<file path="config.mk">
export PLATFORM = sky130hd
export DESIGN_NAME = div_sequencer
export DESIGN_NICKNAME = d
export VERILOG_FILES = /design/src/rtl/div_pkg.sv /design/src/rtl/div_trial_sub.sv /design/src/rtl/div_sequencer.sv
export SDC_FILE = /design/constraint.sdc
export NUM_CORES = 1
export LEC_CHECK = 0
export BUFFER_PORTS_ARGS = -buffer_cell sky130_fd_sc_hd__buf_4
export CELL_PAD_IN_SITES_DETAIL_PLACEMENT = 1
export CELL_PAD_IN_SITES_GLOBAL_PLACEMENT = 1
export CORE_MARGIN = 8
export CORE_UTILIZATION = 43
export CTS_CLUSTER_SIZE = 20
export DETAILED_ROUTE_END_ITERATION = 6
export PLACE_DENSITY = 0.76
export RECOVER_POWER = 25
export SLEW_MARGIN = 20
export SYNTH_ARGS = -nofsm -noshare
export SYNTH_HDL_FRONTEND = slang
export SYNTH_SLANG_ARGS = --single-unit
export TNS_END_PERCENT = 1
</file>
<file path="constraint.sdc">
create_clock -name clk -period 3.1 [get_ports clk]
set_input_delay 0.31 -clock clk [delete_from_list [all_inputs] [get_ports clk]]
set_output_delay 0.31 -clock clk [all_outputs]
set_load 0.005 [all_outputs]
</file>
<file path="src/rtl/div_pkg.sv">
// Shared types and constants for the multi-cycle restoring divider.
package div_pkg;

    localparam int DIV_W = 16;

    typedef enum logic [1:0] {
        IDLE = 2'd0,
        CALC = 2'd1,
        DONE = 2'd2
    } div_state_e;

endpackage

</file>
<file path="src/rtl/div_trial_sub.sv">
// One restoring-division trial step: subtract the divisor from the shifted partial remainder.
module div_trial_sub #(
    parameter int N = 16
) (
    input  logic [N:0]   shifted,
    input  logic [N-1:0] divisor,
    output logic [N:0]   diff,
    output logic         ge
);

    logic [N:0] w_div_ext;

    assign w_div_ext = {1'b0, divisor};
    assign diff      = shifted - w_div_ext;
    assign ge        = (shifted >= w_div_ext);

endmodule

</file>
<file path="src/rtl/div_sequencer.sv">
// Multi-cycle restoring unsigned divider with valid/ready handshakes on both sides.
// One quotient bit per CALC cycle; divide-by-zero short-circuits straight to DONE.
module div_sequencer
    import div_pkg::*;
#(
    parameter int N  = DIV_W,
    parameter int CW = $clog2(N + 1)
) (
    input  logic         clk,
    input  logic         rst_n,
    input  logic         in_valid,
    output logic         in_ready,
    input  logic [N-1:0] dividend,
    input  logic [N-1:0] divisor,
    input  logic         abort,
    output logic         out_valid,
    input  logic         out_ready,
    output logic [N-1:0] quotient,
    output logic [N-1:0] remainder,
    output logic         div_by_zero,
    output logic         busy
);

    localparam logic [CW-1:0] CNT_INIT = CW'(N);
    localparam logic [CW-1:0] CNT_ONE  = CW'(1);

    div_state_e    r_state;
    div_state_e    w_state_next;
    logic [CW-1:0] r_count;
    logic [N:0]    r_rem;
    logic [N-1:0]  r_q;
    logic [N-1:0]  r_div;
    logic [N-1:0]  r_quotient;
    logic [N-1:0]  r_remainder;
    logic          r_dbz;
    logic          r_out_valid;
    logic          r_in_ready;
    logic          r_busy;

    logic          w_out_valid_next;
    logic          w_dbz_next;
    logic          w_accept;
    logic          w_div_zero;
    logic          w_last;
    logic [N:0]    w_shifted;
    logic [N:0]    w_diff;
    logic          w_ge;
    logic [N:0]    w_rem_next;
    logic [N-1:0]  w_q_next;
    logic          w_unused_rem_msb;

    assign w_accept   = (r_state == IDLE) && !abort && in_valid;
    assign w_div_zero = (divisor == {N{1'b0}});
    assign w_last     = (r_count == CNT_ONE);
    assign w_shifted  = {r_rem[N-1:0], r_q[N-1]};
    assign w_rem_next = w_ge ? w_diff : w_shifted;
    assign w_q_next   = {r_q[N-2:0], w_ge};
    // The partial remainder MSB only absorbs the carry of a full-width divisor; it never feeds back.
    assign w_unused_rem_msb = r_rem[N];

    div_trial_sub #(.N(N)) u_trial (
        .shifted (w_shifted),
        .divisor (r_div),
        .diff    (w_diff),
        .ge      (w_ge)
    );

    // State register
    always_ff @(posedge clk or negedge rst_n) begin
        if (!rst_n) begin
            r_state <= IDLE;
        end else begin
            r_state <= w_state_next;
        end
    end

    // Next-state logic
    always_comb begin
        w_state_next = r_state;
        case (r_state)
            IDLE: begin
                if (w_accept) begin
                    w_state_next = w_div_zero ? DONE : CALC;
                end else begin
                    w_state_next = IDLE;
                end
            end
            CALC: begin
                if (abort) begin
                    w_state_next = IDLE;
                end else if (w_last) begin
                    w_state_next = DONE;
                end else begin
                    w_state_next = CALC;
                end
            end
            DONE: begin
                if (abort || (r_out_valid && out_ready)) begin
                    w_state_next = IDLE;
                end else begin
                    w_state_next = DONE;
                end
            end
            default: begin
                w_state_next = IDLE;
            end
        endcase
    end

    // Next values of the registered handshake/status outputs
    always_comb begin
        w_out_valid_next = 1'b0;
        w_dbz_next       = 1'b0;
        case (r_state)
            IDLE: begin
                w_out_valid_next = 1'b0;
                w_dbz_next       = w_accept && w_div_zero;
            end
            CALC: begin
                w_out_valid_next = !abort && w_last;
                w_dbz_next       = 1'b0;
            end
            DONE: begin
                // A zero-divisor result enters DONE with out_valid low and raises it one edge later.
                w_out_valid_next = (w_state_next == DONE);
                w_dbz_next       = (w_state_next == DONE) ? r_dbz : 1'b0;
            end
            default: begin
                w_out_valid_next = 1'b0;
                w_dbz_next       = 1'b0;
            end
        endcase
    end

    // Output and status registers
    always_ff @(posedge clk or negedge rst_n) begin
        if (!rst_n) begin
            r_out_valid <= 1'b0;
            r_dbz       <= 1'b0;
            r_in_ready  <= 1'b1;
            r_busy      <= 1'b0;
        end else begin
            r_out_valid <= w_out_valid_next;
            r_dbz       <= w_dbz_next;
            r_in_ready  <= (w_state_next == IDLE);
            r_busy      <= (w_state_next != IDLE);
        end
    end

    // Datapath: operand capture, per-cycle trial step and result capture
    always_ff @(posedge clk or negedge rst_n) begin
        if (!rst_n) begin
            r_count     <= {CW{1'b0}};
            r_rem       <= {(N + 1){1'b0}};
            r_q         <= {N{1'b0}};
            r_div       <= {N{1'b0}};
            r_quotient  <= {N{1'b0}};
            r_remainder <= {N{1'b0}};
        end else if (w_accept) begin
            if (w_div_zero) begin
                r_quotient  <= {N{1'b1}};
                r_remainder <= dividend;
            end else begin
                r_div   <= divisor;
                r_q     <= dividend;
                r_rem   <= {(N + 1){1'b0}};
                r_count <= CNT_INIT;
            end
        end else if ((r_state == CALC) && !abort) begin
            r_rem   <= w_rem_next;
            r_q     <= w_q_next;
            r_count <= r_count - CNT_ONE;
            if (w_last) begin
                r_quotient  <= w_q_next;
                r_remainder <= w_rem_next[N-1:0];
            end else begin
                r_quotient  <= r_quotient;
                r_remainder <= r_remainder;
            end
        end else begin
            r_count <= r_count;
        end
    end

    assign in_ready    = r_in_ready;
    assign out_valid   = r_out_valid;
    assign quotient    = r_quotient;
    assign remainder   = r_remainder;
    assign div_by_zero = r_dbz;
    assign busy        = r_busy;

endmodule

</file>
==> results of run 1 <==
## worst register-to-register path, stage by stage, from the launching register on
cell	delay, ns
dfrtp_1	0.42
ha_1	0.38
a21o_1	0.18
a211o_1	0.30
or3_1	0.42
nor3_4	0.30
or2_1	0.18
buf_4	0.21
nor3_1	0.07
a221o_1	0.32
## cells in the mapped netlist, types with 3 or more instances
cell	number	area (sq um)
nand2_1	99	372
dfrtp_1	90	2250
o21ai_0	51	255
nor2_1	40	150
a21oi_1	33	165
nand3_1	27	135
clkbuf_1	25	93.8
inv_1	25	93.8
ha_1	22	275
a31oi_1	16	100
xnor2_1	10	87.6
mux2i_1	7	70.1
xor2_1	7	61.3
a21o_1	6	45.0
and2_1	6	37.5
nor4_1	6	37.5
o211ai_1	6	45.0
a22oi_1	5	37.5
nor3_1	5	25.0
o22ai_1	5	31.3
or3_1	5	31.3
a311oi_1	4	35.0
and3_1	4	25.0
buf_2	3	15.0
nand4_1	3	18.8
o2111ai_1	3	26.3
o21bai_1	3	22.5
## final cells by class
cell class | instances | share of cell area (%)
multi-input cells | 411 | 40.5
clock inverters | 5 | 1.01
flip-flops and latches | 91 | 38.2
repair buffers | 92 | 11.5
well taps | 143 | 3.00
inverters | 25 | 1.57
clock buffers | 11 | 4.23
## stage by stage
step	hold slack [ns]	power [mW]
after CTS	0.108	6.19
after floorplan	0.0144	3.96
after detailed placement	0.472	5.00
after global routing	0.181	6.62
after global placement	0.469	4.86
final	0.169	6.17
## flip-flops by register name, indices dropped and copies added (netlist names)
name	count
busy	1
div_by_zero	1
in_ready	1
out_valid	1
quotient	16
r_count	5
r_div	16
r_q	16
r_rem	16
r_state	2
remainder	16
## power breakdown
group	switching, mW	leakage (nW)	internal (mW)
clock	0.471	0.152	0.671
combinational	1.77	1.53	1.29
sequential	0.349	1.16	1.61
## cell families after synthesis
| group | after synthesis |
|---|---|
| AO/OA/AOI/OAI | 154 |
| XOR/XNOR | 17 |
| adder cells (fa/ha/maj) | 23 |
| buffers and inverters | 56 |
| flip-flops | 91 |
| multiplexers | 8 |
| AND/OR/NAND/NOR | 209 |
## cells in the final DEF (no fill, tap or decap), drive strengths merged, types with 3 or more instances in the layout
| master | synthesis | final |
|---|---|---|
| inv | 25 | 26 |
| o2111ai | 3 | 3 |
| and2 | 6 | 6 |
| nor3 | 6 | 6 |
| dfrtp | 90 | 90 |
| o21bai | 3 | 3 |
| nand4 | 3 | 3 |
| ha | 22 | 22 |
| buf | 6 | 91 |
| a311oi | 4 | 4 |
| a22oi | 5 | 5 |
| o211ai | 6 | 6 |
| nand2 | 99 | 99 |
| xor2 | 7 | 7 |
| xnor2 | 10 | 10 |
| nand3 | 27 | 27 |
| or3 | 5 | 5 |
| mux2i | 7 | 7 |
| a21oi | 34 | 34 |
| nor4 | 6 | 6 |
| clkbuf | 25 | 12 |
| nor2 | 40 | 40 |
| or2 | 3 | 3 |
| a31oi | 16 | 16 |
| o21ai | 52 | 52 |
| and3 | 4 | 4 |
| o22ai | 5 | 5 |
| a21o | 6 | 6 |
## layer usage
metal  share of wire, %  vias up  track usage, %
met2                 48       94            33.7
li1                   -     2106               -
met1                 46     2178            26.6
met3                4.8       20            4.20
met4                1.6        0            7.01
met5                  0        -               0
## worst paths after layout
path | from | to | cells after the start
min | divisor[4] | r_div[4] | 3
max | r_rem[13] | remainder[14] | 9
min reg2reg | r_div[0] | r_div[0] | 2
min in group asynchronous | rst_n | div_by_zero | 1
max in group asynchronous | rst_n | quotient[10] | 2
max reg2reg | r_rem[13] | remainder[14] | 9
==> results.toml, run 1 <==
[clocking]
cts_buffer_depth = 2
cts_inserted_buffers = 9
cts_tree = "yes"
htreeDepth = 3
path_clk_slew_ns = 0.07
post_cts_resized = 0
cts_setup_buffers = 0
root_buffer = "clkbuf_16"
clk-insertion-delay-late_ns = 0.35
numClockSinks = 91
holdBufCountCts = 0

[timing]
finalMaxSlewViolations = 67
max_freq_mhz = 346
fin_crit_ns = 2.89
fin_skew_ns = 0.0113
worst_pin_slew_ns = 1.68
final_min_period_over_clock_period_pct = 93.3
finalSetupViolCount = 0
rsz0062_at_grt = "false"
max_slew_margin_pct = -12.3
worst_slack_ns = 0.206
hold_violations = 0
tns_ns = 0

[grt]
grt_max_degree = 67
grt_usage_pct = 20.6
grt_first_pass_wirelength_mm = 24.4
grt_antenna_before_repair = 0
grt.overflow.total = 0
first_global_vias = 4635

[outcome]
status = "finished, violations left"
violations = "max-capacitance violations, max-slew violations"

[place]
placedInstanceArea_sq_um = 5660
place_hpwl_mm = 11.3
numPortBuffers = 72
gp_congestion = 0.872
dp.cells = 762
dpl_worst_slack_ns = 0.238

[synthesis]
synth_edf_count = 0
synthXorXnorAreaFrac_pct = 3.03
synth-seq-cells = 91
yosys.area_share.adder_pct = 6.00
async_flop_share_pct = 100
ys_types = 57
syn_nets = 618
synth.area.mux_share_pct = 1.65
yosys.area_share.simple_pct = 19.1
ys_warn_count = 0
syn_area_sq_um = 4920
synth-compound-area-share_pct = 19.3
ys_seq_area_share_pct = 46.3
synth_top_family_by_area = "compound AO/OA/AOI/OAI gates"
synth_flop_cell = "dfrtp_1"
syn_avg_cell_area_sq_um = 8.82
synthCells = 558

[layout]
final_util_pct = 53.0
sequential_cell_area_sq_um = 2280
stdcell_area_sq_um = 5970
n_antenna_cell = 0
multiInputGateArea_sq_um = 2420
drive_above_1_share_pct = 18.4
fin_nets = 690
areaGrowthSynthToFinish_pct = 21.4
num-fill-cells = 1330
layoutNonFillerInstCount = 778

[detailed_routing]
drc = 0
dr.pass1.iters = 4
ant_nets = 0
num_vias = 4398
vias_per_cell = 5.65
drtIter0Drc = 293
drt-total-wl_mm = 15.0
wire_per_inst_microns = 19.2

[power_and_ir_drop]
power_density_nw_per_um2 = 1030
p_leak_nw = 2.84
peakVddDrop_v = 0.000400

[floorplan]
rows = 39
start_util_pct = 43.6
io_pins = 73
core_sq_um = 11300
die_x_microns = 123
die_h_microns = 123
dieArea_sq_um = 15100

[worst_setup_path]
crit_type = "register to register"
cp-end-kind = "register"
crit_chain = "ha_1 -> a21o_1 -> a211o_1 -> or3_1 -> nor3_4 -> or2_1 -> buf_4 -> nor3_1 -> a221o_1"
worst-path-max-fanout = 15
cp_slowest_cell = "dfrtp_1"
arrival_ns = 3.12
worst_path_dominant_cell_family = "simple AND/OR/NAND/NOR gates"
worst-r2r-setup-slack_ns = 0.21
startpoint_type = "register"
worst_path_largest_cell_delay_ns = 0.42
crit_buf_inv = 1
cp.required_ns = 3.33

[worst_hold_path]
worst_hold_path_type = "input port to register"

[job]
maxCapViolCount = 1
Power figures use the tool's default switching activity.
==> inputs of run 2 (changes only) <==
- PLACE_DENSITY: 0.76 -> default
- PLACE_DENSITY_LB_ADDON: default -> 0.25
==> results.toml, run 2 (same netlist as run 1, synthesis figures left out) <==
[worst_setup_path]
crit_chain = "ha_1 -> a21o_1 -> a211o_1 -> or3_1 -> nor3_4 -> or2_1 -> buf_4 -> nor3_1 -> a221o_1"
crit_type = "register to register"
cp.required_ns = 3.33
crit_buf_inv = 1
worst_path_largest_cell_delay_ns = 0.42
cp-end-kind = "register"
worst-r2r-setup-slack_ns = 0.20
r2r-end = "remainder[14]"
worst_path_dominant_cell_family = "simple AND/OR/NAND/NOR gates"
startpoint_type = "register"
reg2regPathDepth = 9
worst-path-max-fanout = 15
arrival_ns = 3.13
regToRegStartpoint = "r_rem[13]"
cp_slowest_cell = "dfrtp_1"

[floorplan]
dieArea_sq_um = 15100
rows = 39
start_util_pct = 43.6
die_x_microns = 123
core_sq_um = 11300
io_pins = 73
die_h_microns = 123

[clocking]
cts_tree = "yes"
cts_buffer_depth = 2
cts_inserted_buffers = 9
post_cts_resized = 0
path_clk_slew_ns = 0.07
cts_setup_buffers = 0
root_buffer = "clkbuf_16"
clk-insertion-delay-late_ns = 0.35
htreeDepth = 3
holdBufCountCts = 0
numClockSinks = 91

[layout]
num-fill-cells = 1350
final_util_pct = 52.9
areaGrowthSynthToFinish_pct = 21.2
final_cell_mix = "99 x nand2_1, 90 x dfrtp_1, 89 x buf_4"
n_antenna_cell = 0
drive_above_1_share_pct = 18.0
layoutNonFillerInstCount = 777
fin_nets = 689
final_common_cell = "nand2_1"

[detailed_routing]
vias_per_cell = 5.79
drt-total-wl_mm = 15.6
ant_nets = 0
num_vias = 4496
drtIter0Drc = 312
wire_per_inst_microns = 20.1
dr.pass1.iters = 4
drc = 0

[grt]
grt_max_degree = 53
first_global_vias = 4768
grt.overflow.total = 0
grt_first_pass_wirelength_mm = 25.3
grt_usage_pct = 21.5
grt_antenna_before_repair = 0

[timing]
fin_skew_ns = 0.00885
final_min_period_over_clock_period_pct = 93.6
holdWs_ns = 0.177
worst_pin_slew_ns = 1.36
rsz0062_at_grt = "false"
hold_violations = 0
max_slew_margin_pct = 9.60
fin_crit_ns = 2.90
max_freq_mhz = 345
tns_ns = 0
finalSetupViolCount = 0
finalMaxSlewViolations = 0

[place]
place_hpwl_mm = 11.5
gp_congestion = 0.835
dp.cells = 761
numPortBuffers = 72

[job]
maxCapViolCount = 0

[worst_hold_path]
hold_start = "divisor[8]"
hold_path_depth = 3
worst_hold_path_type = "input port to register"
hold_path_end = "r_div[8]"

[power_and_ir_drop]
power_mw = 6.26
power_density_nw_per_um2 = 1050
p_leak_nw = 2.83
peakVddDrop_v = 0.000421

[outcome]
status = "completed"
[run 2: cell types whose count changed in the layout (fill, tap and decap cells not counted), sizes merged]
| cell | change |
|---|---|
| buf | -2 |
| bufinv | +1 |
| clkinv | -1 |
| clkinvlp | +1 |
[run 2: worst max-delay path by stage]
stage	end	startpoint	slack [ns]	cells past startpoint
after global placement	remainder[13]	r_rem[5]	0.31	9
final	remainder[14]	r_rem[13]	0.20	9
after CTS	remainder[14]	r_rem[13]	0.21	9
after global routing	remainder[14]	r_rem[13]	0.08	9
after detailed placement	remainder[14]	r_rem[13]	0.24	9
after floorplan	remainder[14]	r_rem[13]	0.44	10
[run 2: cell type report]
cell class / instances / area, sq um / area share [%]
clock buffer: 10 / 229 / 3.84
clock inverter: 6 / 88.8 / 1.49
inverter: 25 / 93.8 / 1.57
multi-input combinational: 411 / 2420 / 40.5
sequential: 91 / 2280 / 38.2
tap: 143 / 179 / 3.00
timing repair buffer: 91 / 677 / 11.3
[run 2: routing by layer]
metal  part of all wire (%)  up-vias  global-route usage, %
met5                      0        -                      0
met4                    1.9        0                   8.30
met3                    4.5       21                   3.38
met2                     48      108                   35.5
met1                     45     2262                   27.7
li1                       -     2105                      -
[run 2: tightest hold or removal path: cells and delay by family]
family	cells	cell delay [ns]
compound gates	1	0.06
buf+inv	1	0.08
simple gates	1	0.04
[run 2: where the power goes]
part	internal, mW	leakage [nW]	switching, mW	total [mW]
clock	0.709	0.149	0.484	1.19
combinational	1.30	1.53	1.79	3.09
sequential	1.61	1.16	0.369	1.98
total	3.61	2.83	2.64	6.26
[run 2: stage by stage]
| step | instance area [sq um] | setup slack [ns] |
|---|---|---|
| finish | 5960 | 0.199 |
| global route | 5960 | 0.0764 |
| CTS | 5970 | 0.213 |
| detailed placement | 5650 | 0.238 |
| global placement | 5650 | 0.307 |
| floorplan | 4920 | 0.445 |
